$ cat config.mk
export PLATFORM = sky130hd
export DESIGN_NAME = ser_frame_transmitter_flat
export DESIGN_NICKNAME = d
export VERILOG_FILES = /design/src/rtl/ser_frame_pkg.sv /design/src/rtl/ser_frame_transmitter_if.sv /design/src/rtl/ser_frame_shift.sv /design/src/rtl/ser_frame_transmitter.sv /design/src/flat_wrapper.sv
export SDC_FILE = /design/constraint.sdc
export NUM_CORES = 1
export LEC_CHECK = 0
export ABC_AREA = 1
export BUFFER_PORTS_ARGS = -buffer_cell sky130_fd_sc_hd__buf_2
export CAP_MARGIN = 15
export CORE_UTILIZATION = 41
export CTS_CLUSTER_DIAMETER = 200
export DETAILED_ROUTE_END_ITERATION = 12
export HOLD_SLACK_MARGIN = 0.12
export PLACE_DENSITY_LB_ADDON = 0.08
export SLEW_MARGIN = 20
export SYNTH_ARGS = -nofsm -noshare
export SYNTH_HDL_FRONTEND = slang
export SYNTH_SLANG_ARGS = --single-unit
$ cat constraint.sdc
create_clock -name clk -period 1.55 [get_ports clk]
set_clock_uncertainty 0.1 [all_clocks]
set_input_delay 0.2325 -clock clk [delete_from_list [all_inputs] [get_ports clk]]
set_output_delay 0.2325 -clock clk [all_outputs]
set_load 0.03 [all_outputs]
$ cat src/rtl/ser_frame_pkg.sv
// Shared constants and state encoding for the serial framer and its companion receiver.
// Frame on the wire: start bit 0, 4-bit length MSB first, then payload LSB first.
package ser_frame_pkg;

    localparam int unsigned LEN_W      = 4;
    localparam int unsigned MAX_BITS   = (1 << LEN_W) - 1;
    localparam int unsigned IDX_W      = $clog2(LEN_W);
    localparam logic        IDLE_LEVEL = 1'b1;

    typedef enum logic [1:0] {
        StIdle,
        StStart,
        StLen,
        StData
    } state_e;

endpackage

$ cat src/rtl/ser_frame_transmitter_if.sv
// Handshake and serial-line bundle between a frame requester and the framer.
interface ser_frame_transmitter_if;
    import ser_frame_pkg::*;

    logic                clkEn;
    logic                start;
    logic [LEN_W-1:0]    len;
    logic [MAX_BITS-1:0] data;
    logic                serOut;
    logic                busy;
    logic                done;
    logic [LEN_W-1:0]    count_out;

    modport master (
        output clkEn, start, len, data,
        input  serOut, busy, done, count_out
    );

    modport slave (
        input  clkEn, start, len, data,
        output serOut, busy, done, count_out
    );

endinterface

$ cat src/rtl/ser_frame_shift.sv
// Loadable right-shift register holding the payload; bit 0 is always the next bit to send.
module ser_frame_shift
    import ser_frame_pkg::*;
(
    input  logic                clk,
    input  logic                rst,
    input  logic                load_i,
    input  logic                shift_i,
    input  logic [MAX_BITS-1:0] data_i,
    output logic                lsb_o
);

    logic [MAX_BITS-1:0] shreg_q;

    always_ff @(posedge clk or negedge rst) begin
        if (!rst) begin
            shreg_q <= '0;
        end else if (load_i) begin
            shreg_q <= data_i;
        end else if (shift_i) begin
            shreg_q <= {1'b0, shreg_q[MAX_BITS-1:1]};
        end
    end

    assign lsb_o = shreg_q[0];

endmodule

$ cat src/rtl/ser_frame_transmitter.sv
// Parallel-to-serial framer: start bit, length field, payload, all advanced by clkEn.
// Every output is a flop; serout_q is loaded with the bit for the period that begins.
module ser_frame_transmitter
    import ser_frame_pkg::*;
(
    input  logic                    clk,
    input  logic                    rst,
    ser_frame_transmitter_if.slave  bus
);

    state_e           state_q;
    logic [IDX_W-1:0] idx_q;
    logic [LEN_W-1:0] len_q;
    logic [LEN_W-1:0] count_q;
    logic             serout_q;
    logic             busy_q;
    logic             done_q;

    logic             load;
    logic             shift_en;
    logic             lsb;

    assign load = (state_q == StIdle) && bus.start;

    // Shift as each payload bit is copied into serout_q so lsb already holds the next one.
    always_comb begin
        shift_en = 1'b0;
        if (bus.clkEn) begin
            if (state_q == StLen && idx_q == '0 && len_q != '0) begin
                shift_en = 1'b1;
            end
            if (state_q == StData && count_q != LEN_W'(1)) begin
                shift_en = 1'b1;
            end
        end
    end

    ser_frame_shift u_shift (
        .clk     (clk),
        .rst     (rst),
        .load_i  (load),
        .shift_i (shift_en),
        .data_i  (bus.data),
        .lsb_o   (lsb)
    );

    always_ff @(posedge clk or negedge rst) begin
        if (!rst) begin
            state_q  <= StIdle;
            idx_q    <= '0;
            len_q    <= '0;
            count_q  <= '0;
            serout_q <= IDLE_LEVEL;
            busy_q   <= 1'b0;
            done_q   <= 1'b0;
        end else begin
            done_q <= 1'b0;
            unique case (state_q)
                StIdle: begin
                    if (bus.start) begin
                        len_q    <= bus.len;
                        count_q  <= bus.len;
                        serout_q <= 1'b0;
                        busy_q   <= 1'b1;
                        state_q  <= StStart;
                    end
                end
                StStart: begin
                    if (bus.clkEn) begin
                        idx_q    <= IDX_W'(LEN_W - 1);
                        serout_q <= len_q[LEN_W-1];
                        state_q  <= StLen;
                    end
                end
                StLen: begin
                    if (bus.clkEn) begin
                        if (idx_q != '0) begin
                            idx_q    <= idx_q - IDX_W'(1);
                            serout_q <= len_q[idx_q - IDX_W'(1)];
                        end else if (len_q != '0) begin
                            serout_q <= lsb;
                            state_q  <= StData;
                        end else begin
                            serout_q <= IDLE_LEVEL;
                            busy_q   <= 1'b0;
                            done_q   <= 1'b1;
                            state_q  <= StIdle;
                        end
                    end
                end
                StData: begin
                    if (bus.clkEn) begin
                        count_q <= count_q - LEN_W'(1);
                        if (count_q == LEN_W'(1)) begin
                            serout_q <= IDLE_LEVEL;
                            busy_q   <= 1'b0;
                            done_q   <= 1'b1;
                            state_q  <= StIdle;
                        end else begin
                            serout_q <= lsb;
                        end
                    end
                end
                default: state_q <= StIdle;
            endcase
        end
    end

    assign bus.serOut    = serout_q;
    assign bus.busy      = busy_q;
    assign bus.done      = done_q;
    assign bus.count_out = count_q;

endmodule
$ cat src/flat_wrapper.sv
// flat-port wrapper written by rule: the top's interface ports become plain ports
module ser_frame_transmitter_flat import ser_frame_pkg::*;
  (clk, rst, bus_clkEn, bus_start, bus_len, bus_data, bus_serOut, bus_busy, bus_done, bus_count_out);
  ser_frame_transmitter_if bus_i ();
  input  logic clk;
  input  logic rst;
  input wire logic [$bits(bus_i.clkEn)-1:0] bus_clkEn;
  input wire logic [$bits(bus_i.start)-1:0] bus_start;
  input wire logic [$bits(bus_i.len)-1:0] bus_len;
  input wire logic [$bits(bus_i.data)-1:0] bus_data;
  output wire logic [$bits(bus_i.serOut)-1:0] bus_serOut;
  output wire logic [$bits(bus_i.busy)-1:0] bus_busy;
  output wire logic [$bits(bus_i.done)-1:0] bus_done;
  output wire logic [$bits(bus_i.count_out)-1:0] bus_count_out;
  assign bus_i.clkEn = bus_clkEn;
  assign bus_i.start = bus_start;
  assign bus_i.len = bus_len;
  assign bus_i.data = bus_data;
  assign bus_serOut = bus_i.serOut;
  assign bus_busy = bus_i.busy;
  assign bus_done = bus_i.done;
  assign bus_count_out = bus_i.count_out;
  ser_frame_transmitter u_core (.clk(clk), .rst(rst), .bus(bus_i));
endmodule
# Yosys cells after proc, flatten, opt, wreduce, memory -nomap -nowiden
# Cells that the tools add are included.
# Widths: inputs -> output; s select.
[totals]
reg_bits = 30
elab_cells = 85
[classes]
addsub = 2
magnitude_cmp = 1
n_eq_ne = 13
mux = 43
reduce_logical = 18
[op_table]
columns = ["op", "count"]
rows = [
  ["$mux 15", 2],
  ["$mux 1", 22],
  ["$mux 2", 10],
  ["$ne 2x2->1 const B", 8],
  ["$mux 4", 2],
  ["$pmux 2 s4", 1],
  ["$pmux 4 s2", 1],
  ["$reduce_and 4->1", 2],
  ["$reduce_bool 2->1", 4],
  ["$reduce_and 7->1", 1],
  ["$reduce_and 6->1", 1],
  ["$eq 2x2->1 const B", 2],
  ["$eq 4x1->1 const B", 1],
  ["$logic_and 1x1->1", 4],
  ["$logic_not 2->1", 2],
  ["$ne 4x1->1 const B", 1],
  ["$pmux 1 s4", 1],
  ["$pmux 2 s2", 1],
  ["$reduce_bool 4->1", 1],
  ["$sub 4x1->4 const B", 1],
  ["$lt 2x3->1 const B", 1],
  ["$pmux 1 s3", 1],
  ["$reduce_and 3->1", 1],
  ["$reduce_bool 3->1", 1],
  ["5 further kinds", 5],
]

# Depth between registers and ports, before layout
[depth]
depth_word = 8
ltp_mapped = 11
ltp_nobuf = 10

# By module
# From an unflattened synthesis, not the netlist that was laid out.
[unflattened]
cells_unflattened = 199
hier_area_um2 = 1592.8
[modules_own_cells]
columns = ["module", "n_inst", "cells_per_inst", "area_per_inst_um2", "seq_area_each_um2"]
rows = [
  ["ser_frame_transmitter", 1, 118, 894.6, 376.6],
  ["ser_frame_shift", 1, 81, 698.2, 375.4],
]

# Worst setup path after synthesis
# No wires, ideal clock.
[synth_path]
kind = "register to register"
from = "reg u_core.count_q[1], in the netlist u_core.bus.count_out[1]"
to = "reg u_core.u_shift.shreg_q[12]"
arrival_ns = 1.351
t_required_ns = 1.333
slack_ns = -0.018
stages_incl_launch_ff = 10
synth_period_minus_slack_ns = 1.568
cell_sequence = "dfrtp_1 > inv_1 > ha_1 > nand2_1 > nand2_2 > nand2_2 > nand2_4 > buf_4 > nand3_1 > nand2_1"
[synth_between]
elab_chain_cells = 5
[synth_rtl]
columns = ["element", "line", "rtl"]
rows = [
  ["from (decl)", "ser_frame_transmitter.sv:14", "logic [LEN_W-1:0] count_q;"],
  ["from (signal assigned)", "ser_frame_transmitter.sv:62", "count_q <= bus.len;"],
  ["from (signal assigned)", "ser_frame_transmitter.sv:93", "count_q <= count_q - LEN_W'(1);"],
  ["$ne 4x1->1", "ser_frame_transmitter.sv:32", "if (state_q == StData && count_q != LEN_W'(1)) begin"],
  ["$logic_and 1x1->1", "ser_frame_transmitter.sv:32", ""],
  ["$mux 1", "ser_frame_transmitter.sv:32", ""],
  ["$mux 1", "ser_frame_transmitter.sv:28", "if (bus.clkEn) begin"],
  ["$reduce_bool 2->1 (no line)", "-", ""],
  ["to (signal assigned)", "ser_frame_shift.sv:19", "shreg_q <= data_i;"],
  ["to (signal assigned)", "ser_frame_shift.sv:21", "shreg_q <= {1'b0, shreg_q[MAX_BITS-1:1]};"],
  ["to (decl)", "ser_frame_shift.sv:13", "logic [MAX_BITS-1:0] shreg_q;"],
]
# Every way passes these cells.
# A chain may end at the register's enable or synchronous reset.

# Worst setup path in the final report
[layout_path]
from = "reg u_core.state_q[1]"
to = "reg u_core.u_shift.shreg_q[0]"
[layout_between]
elab_chain_cells = 7
word_cells_on_any_way = 12
classes_between = "eq/ne: 2; mux: 4; reduce/logical: 6"
[layout_rtl]
columns = ["element", "line", "rtl"]
rows = [
  ["from (decl)", "ser_frame_transmitter.sv:11", "state_e state_q;"],
  ["from (signal assigned)", "ser_frame_transmitter.sv:49", "state_q <= StIdle;"],
  ["from (signal assigned)", "ser_frame_transmitter.sv:65", "state_q <= StStart;"],
  ["from (signal assigned)", "ser_frame_transmitter.sv:72", "state_q <= StLen;"],
  ["$eq 2x2->1", "ser_frame_transmitter.sv:29", "if (state_q == StLen && idx_q == '0 && len_q != '0) begin"],
  ["$logic_and 1x1->1 (2 in series)", "ser_frame_transmitter.sv:29", ""],
  ["$mux 1", "ser_frame_transmitter.sv:29", ""],
  ["$mux 1", "ser_frame_transmitter.sv:32", ""],
  ["$mux 1", "ser_frame_transmitter.sv:28", ""],
  ["$reduce_bool 2->1 (no line)", "-", ""],
]
# Several ways; a longest one is shown, not always the timed one.

==> flow_summary.yaml <==
setup_path:
  cp_top_family: "simple AND/OR/NAND/NOR gates"
  r2r_slack_ns: 0.07
  cpMaxStageDelayCell: "dfrtp_2"
  crit_top_cell: "nand2_1"
  end_kind: "flip-flop"
  endpoint: "u_core.u_shift.shreg_q[0]"
  path_depth: 7
  worstSetupPathType: "flip-flop to flip-flop"
  start_kind: "flip-flop"
  worstPathCellList: "nor2_4 > nand2_8 > buf_4 > nand2_1 > nand2_1 > nand2_1 > o21ai_0"
  r2r_start: "u_core.state_q[1]"
  worst_ep_required_time_ns: 1.61
  crit_fanout: 15
  crit_buf_inv: 1
  r2r-end: "u_core.u_shift.shreg_q[0]"
  crit_path_max_incr_delay_ns: 0.49
  worstSetupStartpoint: "u_core.state_q[1]"
  r2r_cells: 7
  arrival_ns: 1.54
place:
  dp_slack_ns: 0.02643
  port_buffers: 29
  globalplace.congestion: 0.7964
  dpl_cell_area_um2: 1953
  dp_hpwl_um: 2675
die:
  die_h_um: 65.85
  fp.coreArea_um2: 3771
  rows: 22
  ioPinCount: 30
  start_util_pct: 44.33
  die_area_um2: 4336
  fp.dieW_um: 65.85
clock_tree:
  htreeDepth: 2
  cts_buffer_depth: 2
  clock-root-buffer: "clkbuf_8"
  clkTransAtPathRegs_ns: 0.06
  clk-insertion-delay-late_ns: 0.28
  cts-buffers-inserted: 5
  clkSinkCount: 30
  cts_tree: "yes"
global_route:
  antenna_found_initial: 0
  grt_first_pass_wirelength_um: 6348
  grt_usage_pct: 19.78
  overflow: 0
  grt_max_degree: 19
  first_global_vias: 1427
power:
  p_comb_share_pct: 50.8
  switching_power_w: 0.001877
  power_switching_share_pct: 42.80
  power_density_nw_per_um2: 1982
  clkPwrFrac_pct: 17.4
  power_frac_seq_pct: 31.7
  vdd_drop_max_mv: 1.304
  leakagePower_nw: 1.196
  p_int_w: 0.002508
drt:
  drt_wl_total_um: 3733
  wl_met2_um: 1632
  wl_per_cell_um: 11.45
  vias_per_cell: 4.709
  num_vias: 1535
  highest_layer: "met4"
  drtPass1Iterations: 4
  route.met3.wl_um: 143
  drc: 0
  drtAntennaViolNets: 0
  wl_met1_um: 1882
  drt-initial-drc-count: 56
sta:
  fin_tns_setup_ns: 0
  postLayoutSetupSlackWorst_ns: 0.07435
  maxSlewHeadroom_pct: 77.33
  setup_viol: 0
  slew_viol_final: 0
  rsz0062_at_grt: "true"
  fin_crit_ns: 1.476
  hold_viol: 0
  worst_pin_slew_ns: 0.3401
  fin_crit_sh_pct: 95.20
  fmax_ghz: 0.6777
yosys:
  syn_area_per_cell_um2: 7.332
  syn_area_um2: 1672
  yosys_warnings: 0
  syn_nets: 254
  synth_seq_cells: 30
  netlist_instances: 228
  ys_types: 24
  seq_area_frac_synth_pct: 44.99
final_layout:
  final_common_cell: "nand2_1"
  syn2layout_area_growth_pct: 32.34
  drive_gt1_share_pct: 28.78
  postLayoutCellArea_um2: 2212
  final_util_pct: 58.66
  diodes: 0
  mostFrequentLayoutCells: "nand2_1, buf_2, dfrtp_1"
  nNetsFinal: 303
hold_path:
  min_path_type: "input port to flip-flop"
run:
  drv_cap: 0
run_status:
  status: "finished, final reports clean"
-- cells in the mapped netlist (all sizes together) --
cell / instances / share of area (%)
nand2: 109 / 27
dfrtp: 29 / 43
o21ai: 20 / 6.2
nand3: 19 / 5.7
nor2: 17 / 4.4
inv: 16 / 3.6
buf: 7 / 3.4
ha: 3 / 2.2
a21oi: 2 / 0.60
clkbuf: 1 / 0.22
clkinv: 1 / 0.30
dfstp: 1 / 1.6
o211ai: 1 / 0.45
xnor2: 1 / 0.52
xor2: 1 / 0.52
-- per-stage QoR --
step	hold slack, ns	instances	power, W
final	0.1322	326	0.004385
after global routing	0.1287	326	0.004805
after CTS	0.1268	323	0.004193
after detailed placement	0.05827	310	0.003392
after global placement	0.05458	310	0.003367
after floorplan	-0.1631	228	0.002824
-- how the worst min path moves through the flow --
stage,cells past startpoint,slack (ns),start,to
final,3,0.13,bus_clkEn,u_core.bus.done
after global routing,3,0.13,bus_clkEn,u_core.bus.done
after global placement,1,0.05,rst,u_core.state_q[0]
after CTS,3,0.13,bus_clkEn,u_core.bus.done
after floorplan,0,-0.16,rst,u_core.bus.busy
after detailed placement,1,0.06,rst,u_core.state_q[0]
-- registers in the layout, indices dropped and copies added (netlist names) --
name / cells
u_core.idx_q: 2
u_core.u_shift.shreg_q: 15
u_core.bus.count_out: 4
u_core.bus.busy: 1
u_core.bus.serOut: 1
u_core.bus.done: 1
u_core.len_q: 4
u_core.state_q: 2
-- power groups by stage --
stage                     clock [W]  combinational [W]  sequential [W]
after floorplan                   0            0.00135         0.00148
after global placement            0            0.00198         0.00138
after detailed placement          0            0.00200         0.00139
after CTS                  0.000790            0.00203         0.00138
after global routing       0.000820            0.00255         0.00144
final                      0.000765            0.00223         0.00139
-- final cells by class --
class / instances / area [um^2]
inverters: 17 / 67.56
repair buffers: 49 / 349.1
well taps: 48 / 60.06
clock buffers: 7 / 76.32
clock inverters: 1 / 30.03
fillers: 375 / 1559
flip-flops and latches: 30 / 755.7
multi-input cells: 174 / 873.3
-- cell families after synthesis --
group | Yosys count | share of synthesized area, %
xor gates and xnor gates | 2 | 1.048
and+or+nand+nor | 145 | 36.98
AOI/OAI and AO/OA | 23 | 7.261
DFF | 30 | 44.99
adders and majority gates | 3 | 2.246
buffers and inverters | 25 | 7.484
-- layer usage --
metal / GRT usage (%) / vias up
met5: 0 / -
met1: 26.75 / 686
met2: 29.72 / 35
li1: - / 807
met4: 9.783 / 0
met3: 4.138 / 7
-- tightest hold or removal path: cells and delay by family --
kind / cells / cell delay, ns
buffers and inverters: 1 / 0.13
AND/OR/NAND/NOR: 2 / 0.11
-- repair_timing --
item	in CTS	in global routing
setup buffers	0	2
resized for setup	0	22
endpoints found under the setup margin	0	20
hold buffers	5	0
endpoints found under the hold margin	33	0
Note: power is estimated with default switching activity, not from simulation.
